`config.mk`:
```
export PLATFORM = sky130hd
export DESIGN_NAME = uart_tx_buffered
export DESIGN_NICKNAME = d
export VERILOG_FILES = /design/src/rtl/uart_pkg.sv /design/src/rtl/uart_sync_fifo.sv /design/src/rtl/uart_tx_buffered.sv
export SDC_FILE = /design/constraint.sdc
export NUM_CORES = 1
export LEC_CHECK = 0
export CORE_ASPECT_RATIO = 0.6
export CORE_UTILIZATION = 45
export CTS_BUF_LIST = sky130_fd_sc_hd__clkbuf_4
export DETAILED_ROUTE_END_ITERATION = 7
export GPL_TIMING_DRIVEN = 0
export PLACE_DENSITY = 0.64
export SKIP_CTS_REPAIR_TIMING = 1
export SLEW_MARGIN = 30
export SYNTH_ARGS = -nofsm -noshare
export SYNTH_HDL_FRONTEND = slang
export SYNTH_SLANG_ARGS = --single-unit
```
`constraint.sdc`:
```
create_clock -name clk -period 4.5 [get_ports clk]
set_clock_uncertainty 0.15 [all_clocks]
set_input_delay 0.675 -clock clk [delete_from_list [all_inputs] [get_ports clk]]
set_output_delay 0.675 -clock clk [all_outputs]
set_load 0.02 [all_outputs]
```
`src/rtl/uart_pkg.sv`:
```
// Shared UART definitions: parity selectors and FSM state encoding.
// Intended for reuse by both the buffered transmitter and a future receiver.
package uart_pkg;

    localparam int unsigned PAR_NONE = 0;
    localparam int unsigned PAR_ODD  = 1;
    localparam int unsigned PAR_EVEN = 2;

    // Wide enough to index up to 8 data bits or 2 stop bits
    localparam int unsigned BIT_CNT_W = 3;

    typedef enum logic [2:0] {
        ST_IDLE,
        ST_START,
        ST_DATA,
        ST_PARITY,
        ST_STOP
    } uart_state_e;

endpackage

```
`src/rtl/uart_sync_fifo.sv`:
```
// Synchronous FIFO with registered read data.
// Ports: clk, rst (sync, active-high); wr_en/wr_data push; rd_en pops the head into
// rd_data on the next edge; full/empty/count are registered status.
// A write while full is dropped even if a pop happens in the same cycle.
module uart_sync_fifo #(
    parameter int unsigned DEPTH = 16,
    parameter int unsigned WIDTH = 8
) (
    input  logic                     clk,
    input  logic                     rst,
    input  logic                     wr_en,
    input  logic [WIDTH-1:0]         wr_data,
    input  logic                     rd_en,
    output logic [WIDTH-1:0]         rd_data,
    output logic                     full,
    output logic                     empty,
    output logic [$clog2(DEPTH):0]   count
);

    localparam int unsigned AW    = $clog2(DEPTH);
    localparam int unsigned CNT_W = AW + 1;

    logic [WIDTH-1:0] mem [DEPTH];
    logic [AW-1:0]    wr_ptr;
    logic [AW-1:0]    rd_ptr;
    logic             wr_acc;
    logic             rd_acc;
    logic [CNT_W-1:0] count_next;

    // Accept/pop qualification uses the registered flags only
    always_comb begin
        wr_acc     = wr_en && !full;
        rd_acc     = rd_en && !empty;
        count_next = count + CNT_W'(wr_acc) - CNT_W'(rd_acc);
    end

    // Storage array, no reset needed
    always_ff @(posedge clk) begin
        if (wr_acc) begin
            mem[wr_ptr] <= wr_data;
        end
    end

    // Pointers, occupancy and registered read port
    always_ff @(posedge clk) begin
        if (rst) begin
            wr_ptr  <= '0;
            rd_ptr  <= '0;
            rd_data <= '0;
            count   <= '0;
            full    <= 1'b0;
            empty   <= 1'b1;
        end else begin
            if (wr_acc) begin
                wr_ptr <= wr_ptr + AW'(1);
            end
            if (rd_acc) begin
                rd_ptr  <= rd_ptr + AW'(1);
                rd_data <= mem[rd_ptr];
            end
            count <= count_next;
            full  <= (count_next == CNT_W'(DEPTH));
            empty <= (count_next == '0);
        end
    end

endmodule

```
`src/rtl/uart_tx_buffered.sv`:
```
// Buffered UART transmitter: FIFO-fed serialiser producing start / data (LSB first) /
// optional parity / stop frames at a runtime-programmable clocks-per-bit.
// Ports: clk, rst (sync, active-high); divisor (clocks per bit, <2 treated as 2);
// wr_en/wr_data queue a byte; full/count/overflow report FIFO status;
// busy = frame in progress or data queued; out = registered serial line (idle high).
module uart_tx_buffered
    import uart_pkg::*;
#(
    parameter int unsigned DIV_W     = 16,
    parameter int unsigned DEPTH     = 16,
    parameter int unsigned DATA_BITS = 8,
    parameter int unsigned PARITY    = 0,
    parameter int unsigned STOP_BITS = 1
) (
    input  logic                   clk,
    input  logic                   rst,
    input  logic [DIV_W-1:0]       divisor,
    input  logic                   wr_en,
    input  logic [7:0]             wr_data,
    output logic                   full,
    output logic [$clog2(DEPTH):0] count,
    output logic                   overflow,
    output logic                   busy,
    output logic                   out
);

    localparam int unsigned BIT_W = BIT_CNT_W;

    uart_state_e          state, state_next;
    logic [DIV_W-1:0]     div_q, div_next;
    logic [DIV_W-1:0]     clk_cnt, clk_cnt_next;
    logic [BIT_W-1:0]     bit_q, bit_next;
    logic [DATA_BITS-1:0] shift_q, shift_next;
    logic                 par_q, par_next;
    logic                 out_next;
    logic                 busy_next;
    logic                 pop_c;
    logic                 bit_done_c;
    logic [DIV_W-1:0]     div_clamp_c;
    logic [7:0]           fifo_data;
    logic                 fifo_empty;

    uart_sync_fifo #(
        .DEPTH (DEPTH),
        .WIDTH (8)
    ) u_fifo (
        .clk     (clk),
        .rst     (rst),
        .wr_en   (wr_en),
        .wr_data (wr_data),
        .rd_en   (pop_c),
        .rd_data (fifo_data),
        .full    (full),
        .empty   (fifo_empty),
        .count   (count)
    );

    // Divisor is sampled only when a frame is launched
    always_comb begin
        div_clamp_c = (divisor < DIV_W'(2)) ? DIV_W'(2) : divisor;
        bit_done_c  = (clk_cnt == div_q - DIV_W'(1));
    end

    // Next-state, counters and line value; out is the registered image of the current state
    always_comb begin
        state_next   = state;
        div_next     = div_q;
        clk_cnt_next = clk_cnt + DIV_W'(1);
        bit_next     = bit_q;
        shift_next   = shift_q;
        par_next     = par_q;
        out_next     = 1'b1;
        pop_c        = 1'b0;
        busy_next    = (state != ST_IDLE) || !fifo_empty;

        case (state)
            ST_IDLE: begin
                clk_cnt_next = '0;
                bit_next     = '0;
                if (!fifo_empty) begin
                    pop_c      = 1'b1;
                    div_next   = div_clamp_c;
                    state_next = ST_START;
                end
            end
            ST_START: begin
                out_next = 1'b0;
                // Popped byte is valid in rd_data for the whole start bit
                if (bit_done_c) begin
                    clk_cnt_next = '0;
                    shift_next   = fifo_data[DATA_BITS-1:0];
                    par_next     = (PARITY == PAR_ODD) ? ~^fifo_data[DATA_BITS-1:0]
                                                       :  ^fifo_data[DATA_BITS-1:0];
                    state_next   = ST_DATA;
                end
            end
            ST_DATA: begin
                out_next = shift_q[0];
                if (bit_done_c) begin
                    clk_cnt_next = '0;
                    shift_next   = shift_q >> 1;
                    if (bit_q == BIT_W'(DATA_BITS - 1)) begin
                        bit_next   = '0;
                        state_next = (PARITY != PAR_NONE) ? ST_PARITY : ST_STOP;
                    end else begin
                        bit_next = bit_q + BIT_W'(1);
                    end
                end
            end
            ST_PARITY: begin
                out_next = par_q;
                if (bit_done_c) begin
                    clk_cnt_next = '0;
                    state_next   = ST_STOP;
                end
            end
            ST_STOP: begin
                if (bit_done_c) begin
                    clk_cnt_next = '0;
                    if (bit_q == BIT_W'(STOP_BITS - 1)) begin
                        bit_next = '0;
                        // Back-to-back frames: launch the next one with no idle gap
                        if (!fifo_empty) begin
                            pop_c      = 1'b1;
                            div_next   = div_clamp_c;
                            state_next = ST_START;
                        end else begin
                            state_next = ST_IDLE;
                        end
                    end else begin
                        bit_next = bit_q + BIT_W'(1);
                    end
                end
            end
            default: begin
                state_next = ST_IDLE;
            end
        endcase
    end

    // State and output registers
    always_ff @(posedge clk) begin
        if (rst) begin
            state    <= ST_IDLE;
            div_q    <= DIV_W'(2);
            clk_cnt  <= '0;
            bit_q    <= '0;
            shift_q  <= '0;
            par_q    <= 1'b0;
            out      <= 1'b1;
            busy     <= 1'b0;
            overflow <= 1'b0;
        end else begin
            state    <= state_next;
            div_q    <= div_next;
            clk_cnt  <= clk_cnt_next;
            bit_q    <= bit_next;
            shift_q  <= shift_next;
            par_q    <= par_next;
            out      <= out_next;
            busy     <= busy_next;
            overflow <= wr_en && full;
        end
    end

endmodule

```
# Yosys cells after proc, flatten, opt, wreduce, memory -nomap -nowiden
# Memories as Yosys holds them, arrays and structs flattened. A register that Yosys moved wholly into a read port is not among the register bits.
# Cells that the tools add are included.
# Widths: inputs -> output; s select.
# totals
mem_count	1
ram_bits	128
inputBits	27
elab_cells	88
output_inout_bits	9
register_bits	65
# op_classes
n_reduce_logical	20
eq_ne	14
magnitude_cmp	1
n_addsub	7
muxes	31
# mem_list
name	depth	width	rd	rd_ports_with_merged_regs	wr	line_no	source
u_fifo.mem	16	8	1	1	1	uart_sync_fifo.sv:23	logic [WIDTH-1:0] mem [DEPTH];
# op_table
operator	count
$mux 16	5
$pmux 16 s2	2
$mux 3	11
$add 16x1->16 const B	1
$eq 16x16->1	1
$lt 16x2->1 const B	1
$mux 8	2
$pmux 8 s2	1
$sub 16x1->16 const B	1
$pmux 3 s5	1
$ne 2x2->1 const B	7
$pmux 3 s3	1
$reduce_and 3->1	3
$add 4x1->4 const B	2
$reduce_xor 8->1	1
$reduce_and 7->1	1
$eq 3x2->1 const B	2
$eq 3x3->1 const B	2
$logic_not 3->1	2
$mux 1	6
$reduce_bool 3->1	2
$add 5x1->5	1
$eq 5x5->1 const B	1
$logic_not 5->1	1
11 further kinds	15

# Depth between registers and ports, before layout
# Gate-level depths: netlist of the first run.
# logic_depth
ltp_word	7
depth_mapped	18
mapped_depth_nobuf	17

# Cells and area by module
# A second synthesis of the first run with hierarchy kept.
# hier_totals
hier_cells	748
area_unflattened_um2	9275.1
# by_module_without_submodules
module	area_per_inst_um2	cells_per_inst	seq_area_each_um2	instances
uart_sync_fifo	5977.0	347	4304.1	1
uart_tx_buffered	3298.2	401	1001.0	1

# Worst setup path after synthesis of the first run
# OpenSTA, ideal clock, no wires.
# synth_path
path_kind	flip-flop to flip-flop
start	register div_q[0]
end	register u_fifo.full
setup_time_ns	0.115
path_stages_with_launch	19
arrival_ns	3.875
path_buffers	1
path_slack_ns	0.360
period_less_slack_ns	4.140
t_required_ns	4.235
path_cell_list	dfxtp_1 > inv_1 > ha_1 > or3b_2 > nor4_4 > xnor2_1 > nor4_4 > nand4_2 > buf_2 > a21oi_1 > ha_1 > inv_1 > ha_1 > fa_1 > a21o_1 > a21oi_1 > xnor2_1 > nor2_1 > and2_1
# synth_via
elab_chain_len	7
# synth_lines
item	line_no	source
from (decl)	uart_tx_buffered.sv:30	logic [DIV_W-1:0] div_q, div_next;
from (signal assigned)	uart_tx_buffered.sv:155	div_q <= div_next;
$sub 16x1->16	uart_tx_buffered.sv:61	bit_done_c = (clk_cnt == div_q - DIV_W'(1));
$eq 16x16->1	uart_tx_buffered.sv:61	
$mux 1	uart_tx_buffered.sv:118	if (bit_done_c) begin
$pmux 1 s2	uart_tx_buffered.sv:76	case (state)
$logic_and 1x1->1	uart_sync_fifo.sv:33	rd_acc = rd_en && !empty;
via u_fifo.rd_acc	uart_sync_fifo.sv:27	logic rd_acc;
$sub 5x1->5	uart_sync_fifo.sv:34	count_next = count + CNT_W'(wr_acc) - CNT_W'(rd_acc);
$eq 5x5->1	uart_sync_fifo.sv:62	full <= (count_next == CNT_W'(DEPTH));
to (signal assigned)	uart_sync_fifo.sv:62	
to (decl)	uart_sync_fifo.sv:15	output logic full,
# The timed path passes the listed nets, and every way through them passes these cells.
# A chain may end at the register's enable or synchronous reset.

# Final worst setup path of the first run
# layout_path
start	register div_q[7]
end	register u_fifo.empty
# layout_via
elab_chain_len	7
# layout_lines
item	line_no	source
$sub 16x1->16	uart_tx_buffered.sv:61	
$eq 16x16->1	uart_tx_buffered.sv:61	
$mux 1	uart_tx_buffered.sv:118	
$pmux 1 s2	uart_tx_buffered.sv:76	
$logic_and 1x1->1	uart_sync_fifo.sv:33	
via u_fifo.rd_acc	uart_sync_fifo.sv:27	
$sub 5x1->5	uart_sync_fifo.sv:34	
$logic_not 5->1	uart_sync_fifo.sv:63	empty <= (count_next == '0);
to (signal assigned)	uart_sync_fifo.sv:63	
to (decl)	uart_sync_fifo.sv:16	output logic empty,
# The timed path passes the listed nets, and every way through them passes these cells.

==> results of run 1 <==
## logic make-up (layout without fill, tap and decap cells)
kind of cell | after synthesis | in the layout | share of synthesized area, %
simple gates | 261 | 261 | 16.0
fa+ha+maj | 17 | 17 | 2.30
flops | 201 | 201 | 56.0
mux | 59 | 59 | 11.6
compound gates | 82 | 82 | 6.38
xor+xnor | 50 | 50 | 4.63
buf+inv | 76 | 195 | 3.05
## cell type report
class	instances	area (um^2)
inverters	16	60.1
multi-input cells	469	3960
flip-flops and latches	201	5310
clock inverters	15	95.1
plain buffers	56	223
clock buffers	70	526
well taps	273	342
repair buffers	38	373
fillers	1776	9440
## registers in the layout, summed over array words and instances, names as in the netlist, 3 cells and up
| name | flops |
|---|---|
| state | 3 |
| div_q | 16 |
| bit_q | 3 |
| u_fifo.mem | 128 |
| u_fifo.count | 5 |
| u_fifo.wr_ptr | 4 |
| shift_q | 8 |
| u_fifo.rd_data | 8 |
| clk_cnt | 16 |
| u_fifo.rd_ptr | 4 |
## power breakdown
part           total (mW)  switching [mW]  leakage [nW]  internal [mW]
combinational        1.99            1.14          1.45          0.851
sequential           2.31           0.183          1.75           2.12
clock                1.53           0.755         0.368          0.775
total                5.83            2.08          3.57           3.75
## worst register-to-register path, stage by stage, from the launching register on
cell	delay, ns
dfxtp_1	0.45
or4_4	0.64
nor3_4	0.21
nand4_1	0.23
a211oi_2	0.35
nand4_4	0.21
buf_6	0.21
a21oi_4	0.22
ha_1	0.15
inv_1	0.04
ha_1	0.20
fa_1	0.42
a21o_1	0.19
a21oi_1	0.18
xnor2_1	0.16
nor2_2	0.07
nor2_1	0.20
## cells in the final DEF (no fill, tap or decap), types with 4 or more instances in the layout
master,count
a211oi_1,4
a21oi_1,7
a31oi_1,19
a32oi_1,8
and3_1,5
and4_1,16
buf_1,10
clkbuf_1,41
clkbuf_4,70
clkdlybuf4s50_1,35
clkinv_1,10
dfxtp_1,73
edfxtp_1,128
ha_1,15
inv_1,16
mux2_2,8
mux2i_1,11
mux4_2,40
nand2_1,33
nand2b_1,6
nand3_1,27
nand4_1,31
nor2_1,46
nor2b_1,14
nor3_1,29
nor3_2,5
nor4_1,8
o211ai_1,13
or4b_1,9
or4b_2,6
xnor2_1,29
xor2_1,21
## through the flow
| stage | hold WS, ns | setup slack, ns |
|---|---|---|
| after floorplan | 0.274 | 0.360 |
| after global placement | 0.316 | -0.257 |
| after detailed placement | 0.338 | -0.370 |
| after CTS | 0.353 | -0.410 |
| after global routing | 0.380 | -0.0303 |
| final | 0.351 | 0.124 |
## worst min-delay path by stage
stage | end | from | slack, ns
2_1_floorplan | busy$_SDFF_PP0_ | u_fifo.empty$_SDFF_PP1_ | 0.27
3_3_place_gp | bit_q[1]$_SDFFE_PP0P_ | bit_q[1]$_SDFFE_PP0P_ | 0.32
3_5_place_dp | bit_q[1]$_SDFFE_PP0P_ | bit_q[1]$_SDFFE_PP0P_ | 0.34
4_1_cts | bit_q[1]$_SDFFE_PP0P_ | bit_q[1]$_SDFFE_PP0P_ | 0.35
5_1_grt | bit_q[1]$_SDFFE_PP0P_ | bit_q[1]$_SDFFE_PP0P_ | 0.38
6_report | out$_SDFF_PP1_ | shift_q[0]$_SDFFE_PP0P_ | 0.35
## routing by layer
metal,GRT usage (%),share of wire [%],wire length (um)
met1,36.9,47,11700
met5,0,0,0
met2,31.3,39,9870
met4,6.02,1.5,376
met3,7.60,12,3080
==> results.md, run 1 <==
* Status: finished clean
* WP depth at 16
* CP startpoint kind: register
* CTS Buf Count at 48
* # H-tree levels at 2
* Die Area at 21600 um^2
* Post-DP HPWL at 17.7 mm
* Yosys top cell area share at 40.6%
* Layout cell share with drive strength beyond 1 at 18.6%
* Antenna viol nets, final at 0
* Worst setup path class: reg2reg
* Remaining DRCs at 0
* Rel. slew slack at 37.4%
* Vias at 6960
* Setup TNS at 0 ns
* Final period util at 97.2%
* First-pass GRT wire length at 38.8 mm
* IO Port Bufs at 35
* Synthesized area at 9470 um^2
* Fraction of registers with async set/reset at 0%
* GP Congestion at 0.930
* Synth cell count leaders: edfxtp_1, dfxtp_1, nor2_1, clkbuf_1, mux4_2
* CP Capture Type: register
* Fmax at 229 MHz
* Std-Cell Rows at 40
* DR WL/cell at 22.0 um
* Syn-to-layout area delta at 14.9%
* Post-route design area at 10900 um^2
* Buf+Inv Stages, Crit Path at 2
* CTS tree: built
* Crit path cell chain: or4_4 > nor3_4 > nand4_1 > a211oi_2 > nand4_4 > buf_6 > a21oi_4 > ha_1 > inv_1 > ha_1 > fa_1 > a21o_1 > a21oi_1 > xnor2_1 > nor2_2 > nor2_1
* Synth Flop Type: edfxtp_1
* Initial Util at 46.6%
* Final setup vio count at 0
* DR vias/cell at 6.12
* Hold Crit Depth at 2
* Hold Vio Cnt, Final at 0
* Max Slew Vio Count at 0
* Synthesis-stage register bit count at 201
* Tightest Pin Transition at 0.932 ns
* Total congestion overflow at 0
* Count leader, synth: edfxtp_1
* Longest Clk Path Bufs at 3
* Final cell count without fillers at 1138
* Seq/Total Area, Yosys at 56.0%
* Ranking of synthesized cells by area: edfxtp_1, dfxtp_1, mux4_2, xnor2_1, nand4_1
* Clock transition at the registers of the reported paths at 0.07 ns
* Cell Pwr Density at 536 nW/um^2
* Number of I/O pins at 36
* Die X at 189 um
* Final core utilization at 53.5%
* Clk sinks at 201
* Most common cell on crit path: ha_1
* Core area at 20300 um^2
* Post-layout net count at 873
* Initial DRC count at 730
* R2R depth at 16
* Initial antenna violation count at 0
* Slowest stage delay, CP at 0.63 ns
* Syn avg cell area at 12.7 um^2
* Ant diodes at 0
* Crit path launch: div_q[7]$_SDFFE_PP0P_
* R2R Path Start: div_q[7]$_SDFFE_PP0P_
* Gr usage total at 23.7%
* Syn_nets at 789
* Delay-heaviest family, CP: simple AND/OR/NAND/NOR gates
* Synth area leader: edfxtp_1
* Yosys warns at 0
* Worst R2R End: u_fifo.empty$_SDFF_PP1_
* Class of the worst hold path: reg2reg
* Post-synth cell types at 61
* Cell Area, Placed at 10200 um^2
* Routed wire length at 25.0 mm
* CP Data Arrival Time at 4.77 ns
* Pin count of the biggest net entering global routing at 17
* Clock root buffer: clkbuf_4
* Static leakage at 3.57 nW
* Post-synth EDFFs at 128
* CP max stage cell: or4_4
* Minimum clock period at 4.38 ns
* Clock Latency Late Sink at 0.66 ns
* Chip height at 114 um
* CP Capture Point: u_fifo.empty$_SDFF_PP1_
* R2R Setup Slk at 0.12 ns
* Vias in the first global route at 6774
* Syn Inst Count at 746
* Max VDD drop at 0.000366 V
* DRT Pass-1 Iters at 5
* Max Fanout on Critical Path at 10
* Max-Cap Viols at 0
* Required @ worst endpoint at 4.90 ns
* Tot Pwr at 5.83 mW
* Placed cell count at 1054
Note: power is estimated with default switching activity, not from simulation.
==> run 2: changes to the inputs <==
--- a/config.mk
+++ b/config.mk
@@ -9,10 +9,10 @@
 export CORE_UTILIZATION = 45
 export CTS_BUF_LIST = sky130_fd_sc_hd__clkbuf_4
 export DETAILED_ROUTE_END_ITERATION = 7
-export GPL_TIMING_DRIVEN = 0
 export PLACE_DENSITY = 0.64
 export SKIP_CTS_REPAIR_TIMING = 1
 export SLEW_MARGIN = 30
 export SYNTH_ARGS = -nofsm -noshare
 export SYNTH_HDL_FRONTEND = slang
+export SYNTH_HIERARCHICAL = 1
 export SYNTH_SLANG_ARGS = --single-unit
==> run 2 against run 1 <==
Against the previous run: first-iteration DRC count down 14%; power decreased by 7.6%; synthesized cell count increased by 0.27%; register-to-register slack is essentially flat; die area shrank 2.0%; clock power is 3% lower; core utilization down 0.73 points; critical path depth stayed put; fmax increased by 0.24%; sequential power hardly changed.
==> results.md, run 2 <==
* Tightest Pin Transition at 0.970 ns
* Antenna viol nets, final at 0
* Syn avg cell area at 12.4 um^2
* Multi-input logic area at 3730 um^2
* Core area at 20100 um^2
* Syn_nets at 791
* Synth Flop Type: edfxtp_1
* Final setup vio count at 0
* Max VDD drop at 0.000311 V
* Chip height at 113 um
* CP Data Arrival Time at 4.70 ns
* Fillcell total at 1741
* Post-DP HPWL at 14.3 mm
* Cell Area, Placed at 9920 um^2
* Worst hold slack at 0.333 ns
* Seq/Total Area, Yosys at 57.2%
* Layout cell share with drive strength beyond 1 at 19.4%
* Post-synth EDFFs at 128
* Largest register by flop count: u_fifo/mem
* Max Fanout on Critical Path at 7
* Die X at 187 um
* Clock transition at the registers of the reported paths at 0.07 ns
* GP Congestion at 0.880
* Clk sinks at 201
* Met3 Track Usage GR at 4.56%
* R2R depth at 16
* Worst Hold End: clk_cnt[0]$_SDFF_PP0_
* Clock Latency Late Sink at 0.62 ns
* Syn Inst Count at 748
* Largest registers: u_fifo/mem (128), clk_cnt (16), div_q (16)
* Static leakage at 3.53 nW
* Fraction of registers with async set/reset at 0%
* Rel. slew slack at 35.1%
* Ranking of synthesized cells by area: edfxtp_1, dfxtp_1, mux2i_1, mux4_2, nor2_1
* CTS tree: built
* Post-layout net count at 850
* Min-delay src: clk_cnt[0]$_SDFF_PP0_
* Longest Clk Path Bufs at 3
* Required @ worst endpoint at 4.83 ns
* Yosys top cell area share at 41.4%
* R2R Path Start: div_q[4]$_SDFFE_PP0P_
* Post-synth cell types at 67
* First-pass GRT wire length at 33.8 mm
* Vias at 6341
* Synth area leader: edfxtp_1
* CP Capture Type: register
* R2R Setup Slk at 0.13 ns
* Syn-to-layout area delta at 14.6%
* Max Slew Vio Count at 0
* Std-Cell Rows at 40
* FF+latch area at 5310 um^2
* Yosys warns at 6
* Routed wire length at 21.1 mm
* Minimum clock period at 4.37 ns
* CP startpoint kind: register
* Initial Util at 46.1%
* Number of I/O pins at 36
* Class of the worst hold path: reg2reg
* Cell Pwr Density at 507 nW/um^2
* DRT Pass-1 Iters at 5
* Synthesized area at 9280 um^2
* Pin count of the biggest net entering global routing at 45
* Max-Cap Viols at 0
* # H-tree levels at 2
* GR Util met1 at 30.7%
* DR WL/cell at 18.9 um
* Synth cell count leaders: edfxtp_1, nor2_1, dfxtp_1, mux2i_1, clkbuf_1
* Initial antenna violation count at 1
* DR vias/cell at 5.68
* Status: finished clean
* Clock root buffer: clkbuf_4
* Count leader, synth: edfxtp_1
* Gr usage total at 20.3%
* Remaining DRCs at 0
* CTS Buf Count at 48
* Vias in the first global route at 6364
* Synthesis-stage register bit count at 201
* Most common cell after layout, fill and taps aside: edfxtp_1
* Fmax at 229 MHz
* Met2 usage in global routing at 29.0%
* IO Port Bufs at 35
* Most frequent cells in the layout: edfxtp_1, clkbuf_4, nor2_1
* Initial DRC count at 631
* Worst R2R End: u_fifo/full$_SDFF_PP0_
* Largest register FFs at 128
* Post-route design area at 10600 um^2
* Hold Vio Cnt, Final at 0
* Final period util at 97.0%
* Die Area at 21200 um^2
* Gr busiest metal: met1
* Total congestion overflow at 0
* Tot Pwr at 5.39 mW
* Hold Crit Depth at 1
* Worst setup path class: reg2reg
## run 2: changes by cell type after synthesis, moves of 15 or more
cell	delta
mux2i_1	+34
nor4b_1	+16
and4_1	-15
mux4_2	-22
nor3_1	-18
nor2_1	+26
## run 2: worst max-delay path by stage
stage | from | to | slack [ns] | cells after the start
2_1_floorplan | div_q[3]$_SDFFE_PP0P_ | u_fifo/full$_SDFF_PP0_ | 0.004 | 17
3_3_place_gp | div_q[4]$_SDFFE_PP0P_ | u_fifo/full$_SDFF_PP0_ | 0.21 | 15
3_5_place_dp | div_q[4]$_SDFFE_PP0P_ | u_fifo/full$_SDFF_PP0_ | 0.05 | 15
4_1_cts | div_q[4]$_SDFFE_PP0P_ | u_fifo/full$_SDFF_PP0_ | 0.01 | 15
5_1_grt | div_q[4]$_SDFFE_PP0P_ | u_fifo/full$_SDFF_PP0_ | -0.09 | 16
6_report | div_q[4]$_SDFFE_PP0P_ | u_fifo/full$_SDFF_PP0_ | 0.13 | 16
## run 2: cells by family (layout without fill, tap and decap cells)
logic type / count (synthesis) / in the layout / synth area share [%]
flip-flops: 201 / 201 / 57.2
adder cells (fa/ha/maj): 16 / 16 / 2.24
AO/OA/AOI/OAI: 97 / 97 / 7.92
multiplexers: 72 / 72 / 10.3
AND/OR/NAND/NOR: 240 / 240 / 14.4
other: 0 / 2 / 0
XOR/XNOR: 49 / 49 / 4.63
buffers and inverters: 73 / 166 / 3.29
## run 2: layout make-up
class                   count  area share, %
well taps                 273           3.21
inverters                  21          0.742
clock inverters             7          0.330
clock buffers              77           5.44
repair buffers             61           5.20
diodes                      2         0.0471
multi-input cells         474           35.1
flip-flops and latches    201           50.0
## run 2: metal layers
layer	part of all wire [%]	vias up
li1	-	2999
met1	50	3113
met2	42	211
met3	7.1	18
met4	1.0	0
met5	0	-
## run 2: critical path: stages, from the launching register on
cell and delay, ns:
dfxtp_2 0.36, or4_4 0.55, nor4b_1 0.43, o32ai_2 0.21, nor3_2 0.25, nand4_1 0.17
a21oi_2 0.25, nor2b_4 0.18, ha_1 0.23, inv_1 0.07, ha_1 0.16, inv_1 0.06
fa_1 0.41, nor2b_1 0.13, o21a_1 0.13, o21ai_0 0.19, a2111oi_4 0.34
## run 2: metrics by stage
step                setup TNS (ns)  utilization [%]  setup slack (ns)  std cells
floorplan                        0                -           0.00448        748
global placement                 0             49.3             0.212       1027
detailed placement               0             49.3            0.0507       1027
CTS                              0             52.3            0.0135       1111
global route                -0.135             52.8           -0.0891       1116
finish                           0             52.8             0.134       1116
## run 2: where the power goes
group,internal (mW),switching [mW],leakage [nW]
clock network,0.772,0.707,0.366
logic,0.698,0.902,1.41
registers,2.12,0.186,1.75
==> variant 1, RTL diff (settings of run 2) <==
Register the output `count`, without a reset; this adds one clock of latency there. The other outputs are not delayed to match. Comments in the files are not updated.
--- a/src/rtl/uart_tx_buffered.sv
+++ b/src/rtl/uart_tx_buffered.sv
@@ -26,6 +26,8 @@
 
     localparam int unsigned BIT_W = BIT_CNT_W;
 
+    logic [$clog2(DEPTH):0] count_d;
+
     uart_state_e          state, state_next;
     logic [DIV_W-1:0]     div_q, div_next;
     logic [DIV_W-1:0]     clk_cnt, clk_cnt_next;
@@ -52,7 +54,7 @@
         .rd_data (fifo_data),
         .full    (full),
         .empty   (fifo_empty),
-        .count   (count)
+        .count   (count_d)
     );
 
     // Divisor is sampled only when a frame is launched
@@ -163,5 +165,9 @@
         end
     end
 
+    always_ff @(posedge clk) begin
+        count <= count_d;
+    end
+
 endmodule
 
Formal check against the unedited RTL: not equivalent (a bounded check fails within 4 cycles, from zero or initial values and one cycle with rst high).
==> variant 1 against run 2 <==
Count of clock-buffer cells in the layout fell by 1; power fell by 3.6%; via count fell by 7.8%; synthesized area fell by 1.2%; wire length fell by 6.4%; fmax fell by 0.64%; design area fell by 0.24%; global-route usage fell by 0.79 points; first-iteration DRC count fell by 17%; sequential cell count rose by 5; worst setup slack got worse by 0.028 ns; largest cell class unchanged.
==> variant 1: results <==
set metrics [dict create \
    outcome "finished, final reports clean" \
    globalplace.congestion 0.885 \
    antenna_found_initial 0 \
    slowest_delay_ns 0.52 \
    synth_edf_count 128 \
    relSlewSlack_pct 27.9 \
    syn_nets 745 \
    fin_hold_ws_ns 0.234 \
    ys_seq_area_share_pct 59.0 \
    multi_input_cells 437 \
    nets 813 \
    clock_buffers 76 \
    synthTopCellsByArea "edfxtp_1 42%, dfxtp_1 17%, mux2i_1 6.0%, mux4_2 4.4%, xnor2_1 3.1%" \
    cpMaxStageDelayCell "or4b_4" \
    fillers 1693 \
    min_from "u_fifo/count[4]" \
    nonClockBufferCount 59 \
    dr.first_iter.drc_count 521 \
    place_inst 983 \
    rr_worst_depth 19 \
    buf_share_pct 4.96 \
    grt_pass1_wl_mm 31.0 \
    synth_cells 702 \
    non_clock_inverter_count 17 \
    multi_input_area_um2 3630 \
    ir_worst_vdd_uv 224 \
    grt_usage_pct 19.5 \
    place_area_um2 9790 \
    dp_hpwl_mm 13.3 \
    crit_arrival_ns 4.77 \
    ys_types 70 \
    numCtsBuffers 49 \
    grt_max_degree 55 \
    fin_cells 1082 \
    path_delay_family "simple AND/OR/NAND/NOR gates" \
    powerDensity_nw_per_um2 490 \
    vias 5846 \
    whs_endpoint "count[4]" \
    crit_end "u_fifo/full" \
    synth-async-reset-ratio_pct 0 \
    cp_max_fo 5 \
    min_path_cells 0 \
    seqAreaFraction_pct 51.0 \
    synth.cells.most_frequent "128 x edfxtp_1, 78 x dfxtp_1, 55 x mux2i_1, 41 x nor2_1, 37 x nand2b_1" \
    grt_pass1_vias 5589 \
    drive_gt1_share_pct 20.6 \
    cts.sinks 206 \
]
## variant 1: cell count changes in the layout (fill, tap and decap cells not counted), sizes merged, moves of 12 or more
cell / before / now
nand2b: 3 / 37
nor2: 74 / 41
a31oi: 19 / 1
nand4: 20 / 3
nor4b: 16 / 0
or4b: 14 / 1
nand3: 25 / 13
## variant 1: power breakdown
part / internal [mW] / total (mW) / switching, mW / leakage [nW]
Combinational: 0.631 / 1.39 / 0.756 / 1.39
Sequential: 2.17 / 2.32 / 0.150 / 1.79
Clock: 0.773 / 1.49 / 0.716 / 0.379
Total: 3.57 / 5.19 / 1.62 / 3.56
## variant 1: worst reg2reg max path, cell delays in order (launching register included)
cell       delay (ns)
dfxtp_4          0.35
inv_2            0.07
ha_4             0.14
or4b_4           0.52
nor4_4           0.29
xnor2_1          0.15
and4b_1          0.24
o2111ai_2        0.17
nor3_4           0.24
a22o_1           0.21
nor2b_4          0.19
ha_4             0.21
inv_2            0.06
ha_4             0.13
inv_2            0.04
fa_2             0.36
nor2b_1          0.12
o21a_1           0.23
o21ai_4          0.10
a2111oi_4        0.34
## variant 1: per-stage QoR
step	total power, mW	utilization (%)	setup TNS, ns
floorplan	3.25	-	-0.0291
global placement	3.55	49.0	0
detailed placement	3.59	49.0	0
CTS	5.11	52.2	0
global route	5.50	53.1	-0.0693
finish	5.19	53.1	0
## variant 1: cell families after synthesis
family                   synth area share, %
adder cells (fa/ha/maj)                 2.39
AO/OA/AOI/OAI                           6.51
buffers and inverters                   3.11
AND/OR/NAND/NOR                         12.2
multiplexers                            11.8
XOR/XNOR                                4.97
flip-flops                              59.0
## variant 1: per-layer routing
layer	track usage, %	share of wire, %
met1	31.6	51
met4	5.63	1.3
met3	4.35	7.1
met2	25.4	40
met5	0	0
==> variant 2, RTL diff (settings of run 2) <==
Without the edit above. Change the parameter `PARITY` from 0 to 1.
--- a/src/rtl/uart_tx_buffered.sv
+++ b/src/rtl/uart_tx_buffered.sv
@@ -9,7 +9,7 @@
     parameter int unsigned DIV_W     = 16,
     parameter int unsigned DEPTH     = 16,
     parameter int unsigned DATA_BITS = 8,
-    parameter int unsigned PARITY    = 0,
+    parameter int unsigned PARITY    = 1,
     parameter int unsigned STOP_BITS = 1
 ) (
     input  logic                   clk,
Function: same outputs for any inputs over 10 cycles, from zero or initial values and one cycle with rst high; that may be too few to reach the edited logic, so the function may still have changed.
==> variant 2 against run 2 <==
The flow now finishes with violations (negative setup slack); die area fell by 1.3%; power rose by 1.8%; wire length rose by 0.43%; design area rose by 1.4%; sequential power fell by 2%; synthesized area fell by 1.4%; cell count rose by 0.99%; worst setup slack got worse by 0.28 ns; largest cell class unchanged; sequential cell count did not move.
==> variant 2: results <==
set metrics [dict create \
    outcome "finished with violations" \
    failed_checks "negative setup slack" \
    use_met2_pct 28.1 \
    dp_hpwl_mm 14.7 \
    min_from "rst" \
    crit_arrival_ns 5.01 \
    use_met1_pct 33.7 \
    nets 865 \
    wl_met2_mm 8.49 \
    numCtsBuffers 49 \
    relSlewSlack_pct 34.3 \
    avgViaCountPerCell 5.42 \
    grt_max_degree 54 \
    drive_gt1_share_pct 22.8 \
    cp-startpoint "div_q[0]" \
    insertion_delay_ns 0.64 \
    gr-usage-met3_pct 5.35 \
    fin_tns_setup_ns -0.277 \
    routedWlPerCell_um 18.8 \
    ir_worst_vdd_uv 387 \
    htree_levels 2 \
    globalplace.congestion 0.917 \
    ys_types 66 \
    rr_worst_depth 16 \
    place_inst 1035 \
    dr.first_iter.drc_count 443 \
    ys_seq_area_share_pct 58.0 \
    syn_nets 766 \
    synth.cells.most_frequent "128 x edfxtp_1, 73 x dfxtp_1, 67 x nor2_1, 64 x mux2i_1, 33 x nand2b_1" \
    slowest_delay_ns 0.58 \
    cp_max_fo 4 \
    cts.path.max_buffers 3 \
    synth_edf_count 128 \
    grt_pass1_vias 6096 \
    met1Wirelength_mm 11.0 \
    whs_endpoint "shift_q[5]" \
    setup_violations 3 \
    synthTopCellsByArea "edfxtp_1 42%, dfxtp_1 16%, mux2i_1 7.0%, mux4_2 4.4%, xnor2_1 2.9%" \
    place_area_um2 10100 \
    fin_cells 1127 \
    place_ws_ns -0.204 \
    min_path_cells 2 \
    dr_wl_met3_mm 1.45 \
    fin_hold_ws_ns 0.288 \
    worst_slack_ns -0.146 \
    grt_usage_pct 21.2 \
    synth_cells 723 \
    grt_pass1_wl_mm 33.4 \
    hold_class "in -> reg" \
    antenna_found_initial 0 \
    p_leak_nw 3.66 \
]
==> variant 2: cell types whose count changed in the layout (fill, tap and decap cells not counted), moves of 15 or more <==
cell	delta
buf_4	+27
mux2i_1	+19
nand2b_1	+30
nand4_1	-15
==> variant 2: area by class of cell <==
cell class | count | area (µm²)
Antenna cell | 2 | 5.00
Clock buffer | 75 | 563
Clock inverter | 13 | 61.3
Fill cell | 1613 | 8690
Inverter | 18 | 70.1
Multi-Input combinational cell | 464 | 3690
Sequential cell | 201 | 5310
Tap cell | 266 | 333
Timing Repair Buffer | 88 | 747
==> variant 2: cell families (layout without fill, tap and decap cells) <==
kind of cell	count (synthesis)	in the layout	synth area share [%]
xor+xnor	49	49	4.69
other cells	0	2	0
fa+ha+maj	16	16	2.27
buf+inv	58	194	2.78
mux	90	90	12.4
compound gates	83	83	6.50
flops	201	201	58.0
simple gates	226	226	13.4
==> variant 2: report_power, final <==
group / internal, mW / switching [mW]
logic: 0.846 / 0.887
registers: 2.10 / 0.158
clock network: 0.764 / 0.721
